File: src/rtl/intr_arb_ctrl.sv
// Interrupt arbiter: per-source gateway FSMs, priority/threshold selection, claim/complete handshake.
// Optional macro INTR_ARB_EDGE_EN selects rising-edge triggering with retrigger capture (default: level).
module intr_arb_ctrl #(
   parameter  int NumSrc = 8,
   parameter  int PrioW  = 3,
   localparam int IdW    = $clog2(NumSrc + 1)
) (
   input  logic                    clk_i,
   input  logic                    rst_ni,
   input  logic [NumSrc-1:0]       intr_src_i,
   input  logic [NumSrc*PrioW-1:0] prio_i,
   input  logic [PrioW-1:0]        threshold_i,
   input  logic                    claim_i,
   output logic [IdW-1:0]          claim_id_o,
   input  logic                    complete_i,
   input  logic [IdW-1:0]          complete_id_i,
   output logic                    irq_o,
   output logic [IdW-1:0]          irq_id_o
);

   typedef enum logic [1:0] {
      ST_IDLE    = 2'd0,
      ST_PENDING = 2'd1,
      ST_CLAIMED = 2'd2
   } gw_state_e;

   gw_state_e         r_state [NumSrc];
   logic [IdW-1:0]    r_irq_id;
   logic              r_irq;
   logic [NumSrc-1:0] w_trig;
   logic [NumSrc-1:0] w_claim_hit;
   logic [NumSrc-1:0] w_cmpl_hit;
   logic [IdW-1:0]    w_best_id;
   logic [PrioW-1:0]  w_best_prio;

`ifdef INTR_ARB_EDGE_EN
   logic [NumSrc-1:0] r_prev;
   logic [NumSrc-1:0] r_retrig;

   assign w_trig = intr_src_i & ~r_prev;

   // Previous-value flops for rising-edge detection.
   always_ff @(posedge clk_i or negedge rst_ni) begin
      if (!rst_ni) begin
         r_prev <= '0;
      end else begin
         r_prev <= intr_src_i;
      end
   end

   // Sticky retrigger: an edge seen while CLAIMED is replayed on complete.
   always_ff @(posedge clk_i or negedge rst_ni) begin
      if (!rst_ni) begin
         r_retrig <= '0;
      end else begin
         for (int i = 0; i < NumSrc; i++) begin
            if (r_state[i] != ST_CLAIMED || w_cmpl_hit[i]) begin
               r_retrig[i] <= 1'b0;
            end else if (w_trig[i]) begin
               r_retrig[i] <= 1'b1;
            end else begin
               r_retrig[i] <= r_retrig[i];
            end
         end
      end
   end
`else
   assign w_trig = intr_src_i;
`endif

   // Decode which gateway the claim and complete strobes address; ID 0 matches nobody.
   always_comb begin
      w_claim_hit = '0;
      w_cmpl_hit  = '0;
      for (int i = 0; i < NumSrc; i++) begin
         w_claim_hit[i] = claim_i    && (r_irq_id      == IdW'(i + 1));
         w_cmpl_hit[i]  = complete_i && (complete_id_i == IdW'(i + 1));
      end
   end

   // Gateway state machines, one per source.
   always_ff @(posedge clk_i or negedge rst_ni) begin
      if (!rst_ni) begin
         for (int i = 0; i < NumSrc; i++) begin
            r_state[i] <= ST_IDLE;
         end
      end else begin
         for (int i = 0; i < NumSrc; i++) begin
            case (r_state[i])
               ST_IDLE: begin
                  if (w_trig[i]) r_state[i] <= ST_PENDING;
               end
               ST_PENDING: begin
                  if (w_claim_hit[i]) r_state[i] <= ST_CLAIMED;
               end
               ST_CLAIMED: begin
`ifdef INTR_ARB_EDGE_EN
                  if (w_cmpl_hit[i]) begin
                     r_state[i] <= (r_retrig[i] || w_trig[i]) ? ST_PENDING : ST_IDLE;
                  end
`else
                  if (w_cmpl_hit[i]) r_state[i] <= ST_IDLE;
`endif
               end
               default: r_state[i] <= ST_IDLE;
            endcase
         end
      end
   end

   // Best eligible source; strict '>' keeps the lowest ID on ties, and the
   // source being claimed this cycle is masked so it never reappears.
   always_comb begin
      w_best_id   = '0;
      w_best_prio = '0;
      for (int i = 0; i < NumSrc; i++) begin
         if (r_state[i] == ST_PENDING && !w_claim_hit[i] &&
             prio_i[i*PrioW +: PrioW] != '0 &&
             prio_i[i*PrioW +: PrioW] > threshold_i &&
             prio_i[i*PrioW +: PrioW] > w_best_prio) begin
            w_best_id   = IdW'(i + 1);
            w_best_prio = prio_i[i*PrioW +: PrioW];
         end else begin
            w_best_id   = w_best_id;
            w_best_prio = w_best_prio;
         end
      end
   end

   // Registered arbitration result.
   always_ff @(posedge clk_i or negedge rst_ni) begin
      if (!rst_ni) begin
         r_irq_id <= '0;
         r_irq    <= 1'b0;
      end else begin
         r_irq_id <= w_best_id;
         r_irq    <= (w_best_id != '0);
      end
   end

   assign irq_id_o   = r_irq_id;
   assign irq_o      = r_irq;
   assign claim_id_o = r_irq_id;

endmodule

File: config.mk
export PLATFORM = sky130hd
export DESIGN_NAME = intr_arb_ctrl
export DESIGN_NICKNAME = d
export VERILOG_FILES = /design/src/rtl/intr_arb_ctrl.sv
export SDC_FILE = /design/constraint.sdc
export NUM_CORES = 1
export LEC_CHECK = 0
export CORE_AREA = 5 5 84 86
export DETAILED_ROUTE_END_ITERATION = 12
export DIE_AREA = 0 0 89 91
export PLACE_DENSITY = 0.68
export SYNTH_ARGS = -nofsm -noshare
export SYNTH_HDL_FRONTEND = slang
export SYNTH_SLANG_ARGS = --single-unit
File: constraint.sdc
create_clock -name clk_i -period 9.55 [get_ports clk_i]
set_input_delay 0.955 -clock clk_i [delete_from_list [all_inputs] [get_ports clk_i]]
set_output_delay 0.955 -clock clk_i [all_outputs]
set_load 0.01 [all_outputs]
# After elaboration in Yosys (flattened, before gate mapping)

Index checks and enable logic that the tools add are counted.

Input port bits: 43
Word-level logic and storage cells: 210
Bits in registers: 21

Order comparisons: 16
Reduce and logical (&&, ||, !) cells: 81
Eq/ne operators: 56
Muxes and demuxes: 47

Operators by type and width:

| cell                                                           | number |
|---|---|
| two-way mux 2 bit                                              | 25 |
| logical AND 1 bit                                              | 48 |
| inequality test 2 bit (second input constant)                  | 24 |
| one-hot mux 2 bit (3 select lines)                             | 8 |
| greater-than comparator 3 bit                                  | 15 |
| == test 4 x 3 -> 1 bit (second input constant)                 | 8 |
| two-way mux 4 bit                                              | 6 |
| AND reduction 3 bit                                            | 8 |
| nonzero test 3 bit                                             | 8 |
| two-way mux 3 bit                                              | 7 |
| == test 2 x 1 -> 1 bit (second input constant)                 | 8 |
| == test 2 bit (second input constant)                          | 8 |
| == test 4 x 2 -> 1 bit (second input constant)                 | 4 |
| logical NOT 2 bit                                              | 8 |
| == test 4 x 1 -> 1 bit (second input constant)                 | 2 |
| == test 4 bit (second input constant)                          | 2 |
| logical NOT 1 bit                                              | 8 |
| nonzero test 4 bit                                             | 1 |
| greater-than comparator 3 x 1 -> 1 bit (second input constant) | 1 |
| two-way mux 1 bit                                              | 1 |

# Logic depth before layout (Yosys ltp)

Depth after elaboration: 30
Gate-level depth with buffers: 47
Mapped depth without buffers: 46

# Worst setup path before layout

Ideal clock, no wire load.

Path kind: input to register
From: input port threshold_i[2]
To: register r_irq, in the netlist irq_o
Setup time: 0.072 ns
Arrival time: 10.310 ns
Path buffers: 1
Required time: 9.478 ns
Cell stages on the path: 44
Path slack: -0.832 ns
Cells stage by stage: inv_1 -> ha_1 -> and3_1 -> a211oi_4 -> o211ai_1 -> ha_1 -> and3_1 -> a31oi_1 -> nand4b_2 -> mux2_4 -> ha_1 -> nor2b_1 -> o21a_1 -> o22a_1 -> and2_1 -> o21ai_1 -> inv_1 -> ha_1 -> [... 8 more ...] -> mux2_4 -> ha_1 -> nor2_1 -> a41oi_1 -> and3_4 -> mux2_4 -> ha_1 -> a31oi_1 -> nand3_1 -> or3_1 -> clkbuf_1 -> mux2_2 -> ha_1 -> a21o_1 -> a21oi_1 -> nor4_1 -> nor2_1 -> nand4_1

Word-level cells in the longest chain between the ends: 26

RTL lines:

| element                       | RTL line | RTL |
|---|---|---|
| start, declared               | 12       | `input logic [PrioW-1:0] threshold_i,` |
| greater-than comparator 3 bit | 119      | `prio_i[i*PrioW +: PrioW] > threshold_i &&` |
| logical AND 1 bit             | 118      | `prio_i[i*PrioW +: PrioW] != '0 &&` |
| logical AND 1 bit             | 119      |  |
| two-way mux 3 bit             | 117      | `if (r_state[i] == ST_PENDING && !w_claim_hit[i] &&` |
| greater-than comparator 3 bit | 120      | `prio_i[i*PrioW +: PrioW] > w_best_prio) begin` |
| logical AND 1 bit             | 119      |  |
| two-way mux 3 bit             | 117      |  |
| greater-than comparator 3 bit | 120      |  |
| [... 11 more ...]             | --       |  |
| greater-than comparator 3 bit | 120      |  |
| logical AND 1 bit             | 119      |  |
| two-way mux 3 bit             | 117      |  |
| greater-than comparator 3 bit | 120      |  |
| logical AND 1 bit             | 119      |  |
| two-way mux 4 bit (*)         | 117      |  |
| via w_best_id[3]              | 33       | `logic [IdW-1:0] w_best_id;` |
| nonzero test 4 bit (*)        | 137      | `r_irq <= (w_best_id != '0);` |
| end signal, assigned          | 137      |  |
| end, declared                 | 29       | `logic r_irq;` |

Mark *: on every way through the listed nets, which the timed path passes. The rest lies on a longest branch.
A chain may end at the register's enable or synchronous reset.

# Worst setup path in the final report

Same ends and word-level chain as after synthesis.

==> out/qor.csv <==
metric,value,unit
status,"complete, but fails checks",
failing checks,negative setup slack,
"most common cell after layout, fill and taps aside",clkdlybuf4s50_1,
drt drc,0,
clk_skew,0.00267,ns
drt via density,5.42,
Clock Path Buffers,2,
Storage cell area,526,sq um
RR Endpoint,irq_o,
final period utilization,102,%
Achievable Freq,0.103,GHz
row cnt,29,
post-synthesis net count,376,
post-synthesis cell count,294,
Hold Crit Class,flop to flop,
Antenna Cells,0,
pre-CTS setup slack,-0.885,ns
CTS tree,done,
I/O Buffers,51,
Worst slew margin,38.2,%
first-pass GRT wire length,11600,microns
CP max-delay cell,nor4_4,
CP Capture Point,irq_o,
final setup fails,5,
Leak Pwr,1.63,nW
crit path from,threshold_i[2],
crit-path max cell delay,0.43,ns
sequential area share after synthesis,21.1,%
post-route ant nets,0,
nets@finish,466,
post-layout minimum cycle time,9.73,ns
post-synthesis cell type count,61,
#FFs+latches synth,21,
Detailed Route WL,7010,microns
max_cap viols,0,
number of global-route vias before repair,2424,
clock slew seen by the registers of the worst setup and hold paths,0.07,ns
Initial Util,40.2,%
unrepaired setup endpoints after global routing,true,
Post-synth EDFFs,0,
P_sw,0.000362,W
Reg2Reg Depth,44,
grt total ovfl,0,
CTS sink cnt,21,
Vias,2491,
largest net degree at the start of global routing,22,
P_int,0.000511,W
Worst Path Arrival,9.92,ns
Most used DFF post-synth,dfrtp_1,
Ys Warns,0,
clock buffer count from CTS,3,
final setup margin,-0.181,ns
Starting DRT DRC Count,86,
Die X,89,microns
"Area growth, synth to finish",48.0,%
most frequent cells in the layout,"clkdlybuf4s50_1, buf_4, ha_1",
Synth Cell Area,2490,sq um
Sw Ratio,41.4,%
IO Count,52,
R2R Path Start,claim_id_o[0],
Setup TNS Final,-0.826,ns
share of cells above drive strength 1,28.7,%
wire length per cell,15.2,microns
Cell Pwr Density,236,nW/um^2
TritonRoute pass-1 iters,4,
Core ar.,6200,sq um
fill cell count,548,
crit path max fanout,5,
measured slew at the worst slew-check pin,0.924,ns
crit path capture type,flop,
r2r setup slk,0.35,ns
Tot GR Track Use,17.5,%
CTS H-tree lvls,1,
Setup crit start kind,input pin,
Peak VDD IR,0.000135,V
Hold Slack,0.461,ns
sequential share of power,17.3,%
CP required,9.74,ns
crit path kind,input pin to flop,
Async SR Flop Fraction,100,%
Clock Power Share,6.6,%
CP most frequent cell,ha_4,
Combinational Power Share,76.2,%
Die Area,8100,sq um
Slew Limit Fails,0,
clk_lat worst skew,0.26,ns
multi-input logic area,2110,sq um
RD Place Congestion,0.892,
mean post-synth cell area,8.49,sq um
Root Buffer,clkbuf_8,
Final Power,0.000872,W
Fin. Hold Viols,0,
HPWL after DPL,5590,microns
Die H,91,microns
initial antenna violation count,0,
## layout make-up
| class | instances | area share, % |
|---|---|---|
| Sequential cell | 21 | 14.2 |
| Inverter | 30 | 3.25 |
| Multi-Input combinational cell | 237 | 57.0 |
| Tap cell | 77 | 2.61 |
| Clock buffer | 4 | 1.22 |
| Timing Repair Buffer | 91 | 21.7 |
## sequential cells by signal (all words and copies together), names as in the netlist
| register | count |
|---|---|
| r_state | 16 |
| claim_id_o | 4 |
| irq_o | 1 |
## metal layers
layer	track usage, %	wire length [microns]	vias to the layer above	share of wire (%)
li1	-	-	1278	-
met1	25.6	3350	1157	48
met2	27.4	3280	48	47
met3	2.08	290	8	4.1
met4	3.72	82	0	1.2
met5	0	0	-	0
## how the worst min path moves through the flow
stage / from / cells past startpoint / slack (ns) / to
floorplan: r_state[3] / 1 / 0.42 / r_state[2]
global placement: r_state[3] / 1 / 0.44 / r_state[2]
detailed placement: r_state[3] / 1 / 0.44 / r_state[2]
CTS: r_state[3] / 1 / 0.46 / r_state[2]
global route: r_state[3] / 1 / 0.49 / r_state[2]
finish: r_state[3] / 1 / 0.46 / r_state[2]
## through the flow
stage,utilization (%),instance area [sq um],cells
after floorplan,-,2650,294
after global placement,55.1,3420,445
after detailed placement,55.1,3420,445
after CTS,57.6,3570,454
after global routing,59.5,3690,460
final,59.5,3690,460
## worst max-delay path, delay by kind of cell
kind / cells / cell delay [ns]
buf+inv: 5 / 0.53
fa+ha+maj: 9 / 2.33
mux: 3 / 1.02
simple gates: 18 / 2.90
compound gates: 12 / 2.16
## Yosys cell counts (all sizes together), types with 4 or more instances
cell type | number | area (sq um)
ha | 39 | 488
inv | 29 | 109
nand2 | 23 | 88.8
nor2 | 22 | 82.6
dfrtp | 21 | 526
a21oi | 17 | 88.8
nand3 | 14 | 70.1
o21ai | 12 | 71.3
nor3 | 9 | 50.1
a211oi | 8 | 72.6
a21o | 7 | 52.6
a31oi | 7 | 43.8
and3 | 6 | 47.5
mux2 | 6 | 82.6
nand2b | 6 | 37.5
nand3b | 6 | 45.0
buf | 5 | 35.0
o21a | 5 | 37.5
nand4b | 4 | 41.3
nor2b | 4 | 25.0
or3 | 4 | 25.0
## power groups by stage
stage	clock network (W)	logic, W	registers (W)
2_1_floorplan	0	0.000380	0.000148
3_3_place_gp	0	0.000540	0.000150
3_5_place_dp	0	0.000553	0.000151
4_1_cts	0.0000598	0.000613	0.000150
5_1_grt	0.0000621	0.000732	0.000156
6_report	0.0000575	0.000664	0.000150
## timing repair
item,in CTS,in global routing
pin swaps,15,28
hold buffers,0,0
setup buffers,6,8
endpoints found under the setup margin,5,5
resized for setup,25,26
## kinds of logic (layout without fill, tap and decap cells)
kind of cell / Yosys count / in the layout / share of synthesized area [%]
DFF: 21 / 21 / 21.1
muxes: 9 / 9 / 5.52
adders and majority gates: 40 / 40 / 20.0
buffers and inverters: 36 / 125 / 6.07
AOI/OAI and AO/OA: 77 / 77 / 22.6
and+or+nand+nor: 111 / 111 / 24.8
No activity file was read; power rests on OpenSTA's default activity.
